[src/rtl/pipe_stage_reg.sv]
// pipe_stage_reg: parametrised pipeline boundary register for the RISC-V core.
// Carries a control bundle, a data bundle and a valid bit through DEPTH
// register stages. Hazard-unit flush/stall and bubble masking are handled
// here, and saturating stall/flush event counters are kept on the side.
module pipe_stage_reg #(
    parameter int CTRL_W    = 4,
    parameter int DATA_W    = 32,
    parameter int DEPTH     = 1,
    parameter     KILL_MASK = 4'b1001,
    parameter int CNT_W     = 16
) (
    input  logic              clk,
    input  logic              rst_n,
    input  logic              stall,
    input  logic              flush,
    input  logic              valid_in,
    input  logic [CTRL_W-1:0] ctrl_in,
    input  logic [DATA_W-1:0] data_in,
    input  logic              cnt_clr,
    output logic              valid_out,
    output logic [CTRL_W-1:0] ctrl_out,
    output logic [DATA_W-1:0] data_out,
    output logic [CNT_W-1:0]  stall_cnt,
    output logic [CNT_W-1:0]  flush_cnt
);

    generate
        if (DEPTH < 1 || DEPTH > 4) begin : gDepthChk
            $error("pipe_stage_reg: DEPTH must be within 1..4");
        end
        if ($bits(KILL_MASK) != CTRL_W) begin : gMaskChk
            $error("pipe_stage_reg: KILL_MASK width must equal CTRL_W");
        end
    endgenerate

    localparam logic [CTRL_W-1:0] killMask = CTRL_W'(KILL_MASK);

    // Saturating increment: holds at all-ones instead of wrapping.
    function automatic logic [CNT_W-1:0] satInc(input logic [CNT_W-1:0] v);
        return (v == {CNT_W{1'b1}}) ? v : v + CNT_W'(1);
    endfunction

    logic              vldP  [DEPTH];
    logic [CTRL_W-1:0] ctrlP [DEPTH];
    logic [DATA_W-1:0] dataP [DEPTH];

    logic              srcVld  [DEPTH];
    logic [CTRL_W-1:0] srcCtrl [DEPTH];
    logic [DATA_W-1:0] srcData [DEPTH];

    // Source of each stage: stage 0 takes the (bubble-masked) inputs, later
    // stages take their predecessor, which is already masked.
    always_comb begin
        srcVld[0]  = valid_in;
        srcCtrl[0] = valid_in ? ctrl_in : (ctrl_in & ~killMask);
        srcData[0] = data_in;
        for (int k = 1; k < DEPTH; k++) begin
            srcVld[k]  = vldP[k-1];
            srcCtrl[k] = ctrlP[k-1];
            srcData[k] = dataP[k-1];
        end
    end

    // Stage registers: flush advances killed slots, stall holds, else advance.
    always_ff @(posedge clk or negedge rst_n) begin
        if (!rst_n) begin
            for (int k = 0; k < DEPTH; k++) begin
                vldP[k]  <= 1'b0;
                ctrlP[k] <= '0;
                dataP[k] <= '0;
            end
        end else if (flush) begin
            for (int k = 0; k < DEPTH; k++) begin
                vldP[k]  <= 1'b0;
                ctrlP[k] <= srcCtrl[k] & ~killMask;
                dataP[k] <= srcData[k];
            end
        end else if (!stall) begin
            for (int k = 0; k < DEPTH; k++) begin
                vldP[k]  <= srcVld[k];
                ctrlP[k] <= srcCtrl[k];
                dataP[k] <= srcData[k];
            end
        end
    end

    // Event counters: clear wins over any increment in the same cycle.
    always_ff @(posedge clk or negedge rst_n) begin
        if (!rst_n) begin
            stall_cnt <= '0;
            flush_cnt <= '0;
        end else if (cnt_clr) begin
            stall_cnt <= '0;
            flush_cnt <= '0;
        end else if (flush) begin
            flush_cnt <= satInc(flush_cnt);
        end else if (stall) begin
            stall_cnt <= satInc(stall_cnt);
        end
    end

    assign valid_out = vldP[DEPTH-1];
    assign ctrl_out  = ctrlP[DEPTH-1];
    assign data_out  = dataP[DEPTH-1];

endmodule

[config.mk]
export PLATFORM = sky130hd
export DESIGN_NAME = pipe_stage_reg
export DESIGN_NICKNAME = d
export VERILOG_FILES = /design/src/rtl/pipe_stage_reg.sv
export SDC_FILE = /design/constraint.sdc
export NUM_CORES = 1
export LEC_CHECK = 0
export BUFFER_PORTS_ARGS = -buffer_cell sky130_fd_sc_hd__buf_2
export CORE_AREA = 2 2 111 86
export DETAILED_ROUTE_END_ITERATION = 8
export DIE_AREA = 0 0 113 88
export PLACE_DENSITY = 0.65
export SLEW_MARGIN = 15
export SYNTH_ARGS = -nofsm -noshare
export SYNTH_HDL_FRONTEND = slang
export SYNTH_SLANG_ARGS = --single-unit
[constraint.sdc]
create_clock -name clk -period 2.5 [get_ports clk]
set_input_delay 0.375 -clock clk [delete_from_list [all_inputs] [get_ports clk]]
set_output_delay 0.375 -clock clk [all_outputs]
set_load 0.005 [all_outputs]
Word level (Yosys, flattened, before mapping)
Cells that the tools add are included.
W data, S select, Z words.
{"block": "op_classes", "reduce_logical": 4, "muxes": 14, "n_eq_ne": 6, "addsub": 2}
{"cell": "$mux W16", "n": 7}
{"cell": "$mux W32", "n": 2}
{"cell": "$add A16 B1 Y16 const B", "n": 2}
{"cell": "$eq A16 B16 Y1 const B", "n": 2}
{"cell": "$mux W4", "n": 3}
{"cell": "$ne A2 B1 Y1 const B", "n": 2}
{"cell": "$ne A2 B2 Y1 const B", "n": 2}
{"cell": "$reduce_bool A2 Y1", "n": 2}
{"cell": "$reduce_and A3 Y1", "n": 1}
{"cell": "$mux W1", "n": 2}
{"cell": "$reduce_and A2 Y1", "n": 1}
{"block": "word_totals", "output_inout_bits": 69, "elab_cells": 31, "reg_bits": 69, "in_bits": 42}

Logic depth before layout (Yosys ltp)
{"block": "depth", "depth_word": 5, "ltp_mapped": 6, "ltp_nobuf": 5}

Worst setup path before layout
OpenSTA, ideal clock, no wires.
{"block": "synth_timing", "path_kind": "register to register", "from": "reg flush_cnt[0]", "to": "reg flush_cnt[1]", "setup_time_ps": 132, "path_buffers": 0, "required_ps": 2368, "path_slack_ps": 623, "stages_incl_launch_ff": 6, "synth_period_minus_slack_ps": 1877, "t_arrival_ps": 1745, "path_cell_list": "dfrtp_1 > ha_1 > nand4_1 > o41ai_1 > mux2i_1 > nor2_1"}
{"block": "synth_between", "elab_chain_len": 4, "word_cells_on_any_way": 7, "cone_classes": "1 x add/sub; 2 x eq/ne; 3 x mux; 1 x reduce/logical"}
{"item": "start, declared", "line": "24", "source": "output logic [CNT_W-1:0] flush_cnt"}
{"item": "start signal, assigned", "line": "96", "source": "flush_cnt <= satInc(flush_cnt);"}
{"item": "$add A16 B1 Y16", "line": "40", "source": "return (v == {CNT_W{1'b1}}) ? v : v + CNT_W'(1);"}
{"item": "$mux W16", "line": "40"}
{"item": "$mux W16", "line": "95", "source": "end else if (flush) begin"}
{"item": "$mux W16", "line": "92", "source": "end else if (cnt_clr) begin"}
Parallel ways exist; a longest one is shown, timed or not. The select of a mux whose other input is x is not followed.
A chain may end at the register's enable or synchronous reset.

Worst setup path in the final report
Same ends and word-level chain as after synthesis.

==> impl_metrics.py <==
metrics = {
    "layout": {
        "utilization": 0.466,
        "drive_above_1_share": 0.305,
        "area_delta_synth_final_pct": 31.2,
        "mostFrequentLayoutCell": "nand2_1",
        "final_cells": 575,
        "n_antenna_cell": 0,
        "layout_common_cells": "nand2_1, buf_2, dfrtp_1",
        "multi_input_area_um2": 1350,
        "final_nets": 502,
        "final_cell_area_um2": 4120,
        "regArea_um2": 1730,
        "num-fill-cells": 870,
    },
    "synthesis": {
        "synth_area_um2": 3140,
        "synth_edf_count": 0,
        "synthArstFlopShare": 1.00,
        "synth_cell_types": 41,
        "avgSynthCellArea_um2": 9.14,
        "yosysSeqAreaShare": 0.549,
        "yosysWarnings": 0,
        "netlist_instances": 344,
        "yosys.area.top_type_share": 0.549,
        "ys.flop_type": "dfrtp_1",
        "ys_ff_latch": 69,
        "synthesis.nets": 388,
        "synth.largest_area_cell": "dfrtp_1",
        "synth.top_cells.by_area": "dfrtp_1, nand2_1, a21oi_1, nand4_1, or3_1",
    },
    "sta": {
        "finClkSkew_ns": 0.00734,
        "setup_viol": 0,
        "fin_crit_sh": 0.813,
        "hold_viol": 0,
        "rsz0062_at_grt": "no",
        "finalCriticalPeriod_ns": 2.03,
        "setup_tns_ns": 0,
        "worst_slew_pin_slew_ns": 0.645,
        "fmax_mhz": 492,
        "slew_viol_final": 0,
        "slew_headroom": 0.570,
        "setup_slack_ns": 0.466,
    },
    "hold_path": {
        "min_path_type": "input port to register",
        "min_to": "data_out[22]$_DFFE_PN0P_",
        "holdCritStartpoint": "data_in[22]",
        "worstHoldPathCells": 3,
    },
    "place": {
        "dp_hpwl_um": 5740,
        "placed_cell_area_um2": 3840,
        "dp.cells": 558,
        "port_buffers": 110,
        "post-place-ws_ns": 0.465,
        "gp_congestion": 0.818,
    },
    "floorplanning": {
        "io_pins": 111,
        "die_h_um": 88,
        "start_util": 0.355,
        "rows": 30,
        "die_w_um": 113,
        "coreArea_um2": 8860,
        "dieArea_um2": 9940,
    },
    "power": {
        "power_density_nw_per_um2": 626,
        "p_leak_uw": 0.00209,
        "peakVddDrop_mv": 0.371,
    },
    "detailed_routing": {
        "drt_iter0_markers": 137,
        "avgRoutedWirePerCell_um": 13.8,
        "routed_wirelength_um": 7960,
        "drc": 5,
        "drtPass1Iterations": 6,
        "ant_nets": 0,
        "vias": 2888,
        "vias_per_cell": 5.02,
    },
    "setup_path": {
        "cp_max_fo": 5,
        "end_kind": "register",
        "rr_worst_depth": 6,
        "worstPathArrival_ns": 2.21,
        "path_class": "register to register",
        "r2r_slack_ns": 0.47,
        "reg2reg_to": "flush_cnt[1]$_DFFE_PN0P_",
        "critPathLaunchType": "register",
        "regToRegStartpoint": "flush_cnt[0]$_DFFE_PN0P_",
        "required_ns": 2.68,
    },
    "grt": {
        "grt_max_degree": 38,
        "antenna_found_initial": 0,
        "globalRouteOverflowTotal": 0,
        "grt_pass1_vias": 2662,
        "grt_use_total": 0.165,
        "grt_pass1_wl_um": 13200,
    },
    "clock_network": {
        "clkTransAtPathRegs_ns": 0.06,
        "clockBufferDepth": 2,
        "post_cts_buffers": 0,
        "numClockSinks": 69,
        "cts_inserted_buffers": 9,
        "htree_levels": 3,
        "cts_resized": 0,
        "cts_tree": "built",
        "clock-root-buffer": "clkbuf_16",
        "clock_latency_ns": 0.32,
        "cts_hold_buf": 1,
    },
    "job": {
        "maxCapViolCount": 0,
    },
    "status": {
        "status": "finished, violations left",
        "violations": "DRC",
    },
}
## kinds of logic (layout without fill, tap and decap cells)
logic type,count (synthesis),in the layout,share of synthesized area
compound gates,56,56,0.105
mux,4,4,0.0131
simple gates,191,191,0.295
buf+inv,20,139,0.0243
fa+ha+maj,2,2,0.00796
xor+xnor,2,2,0.00557
flops,69,69,0.549
## cells in the mapped netlist, drive strengths merged, types with 2 or more instances
cell and number:
nand2 112, dfrtp 69, a21oi 23, o21ai 16, nand4 14, or3 13, clkbuf 11, nor2 11
nand3 10, and4 5, inv 5, nor3 5, nor4 5, o31ai 5, or4 5, buf 4
mux2i 3, nor2b 3, a211oi 2, and3 2, ha 2, o41ai 2, xor2 2
## critical path: stages, from the launching register on
cell     delay, ns
dfrtp_1       0.41
ha_1          0.24
nand4_1       0.25
o41ai_1       0.54
buf_4         0.22
mux2i_1       0.18
nor2_1        0.05
## area by class of cell
| cell class | count | share of cell area |
|---|---|---|
| clock buffer | 10 | 0.0579 |
| clock inverter | 6 | 0.00941 |
| inverter | 5 | 0.00455 |
| sequential | 69 | 0.419 |
| timing repair buffer | 118 | 0.149 |
| multi-input combinational | 255 | 0.327 |
| tap | 112 | 0.0340 |
## sequential cells by signal, summed over array words and instances (netlist names)
register and count:
valid_out 1, flush_cnt 16, stall_cnt 16, data_out 32, ctrl_out 4
## metrics by stage
step,hold WS (ns),power [uW]
after floorplan,0.0794,1310
after global placement,0.342,1440
after detailed placement,0.344,1440
after CTS,0.234,2630
after global routing,0.237,2720
final,0.245,2580
## per-layer routing
layer	vias up	part of all wire	GRT usage
li1	1437	-	-
met1	1376	0.46	0.225
met2	73	0.49	0.263
met3	2	0.045	0.0401
met4	0	0.0068	0.0543
met5	-	0	0
## worst max-delay path by stage
stage,startpoint,slack [ns],to
finish,flush_cnt[0]$_DFFE_PN0P_,0.47,flush_cnt[1]$_DFFE_PN0P_
global route,stall_cnt[0]$_DFFE_PN0P_,0.32,stall_cnt[9]$_DFFE_PN0P_
CTS,flush_cnt[0]$_DFFE_PN0P_,0.51,flush_cnt[1]$_DFFE_PN0P_
detailed placement,flush,0.47,flush_cnt[13]$_DFFE_PN0P_
global placement,flush_cnt[0]$_DFFE_PN0P_,0.51,flush_cnt[1]$_DFFE_PN0P_
floorplan,flush_cnt[0]$_DFFE_PN0P_,0.62,flush_cnt[1]$_DFFE_PN0P_
## power breakdown
group / leakage (uW) / switching (uW) / internal [uW]
combinational: 0.00106 / 126 / 93.9
clock: 0.000134 / 469 / 694
sequential: 0.000892 / 30.1 / 1170
total: 0.00209 / 624 / 1960
(Power assumes the default switching activity.)
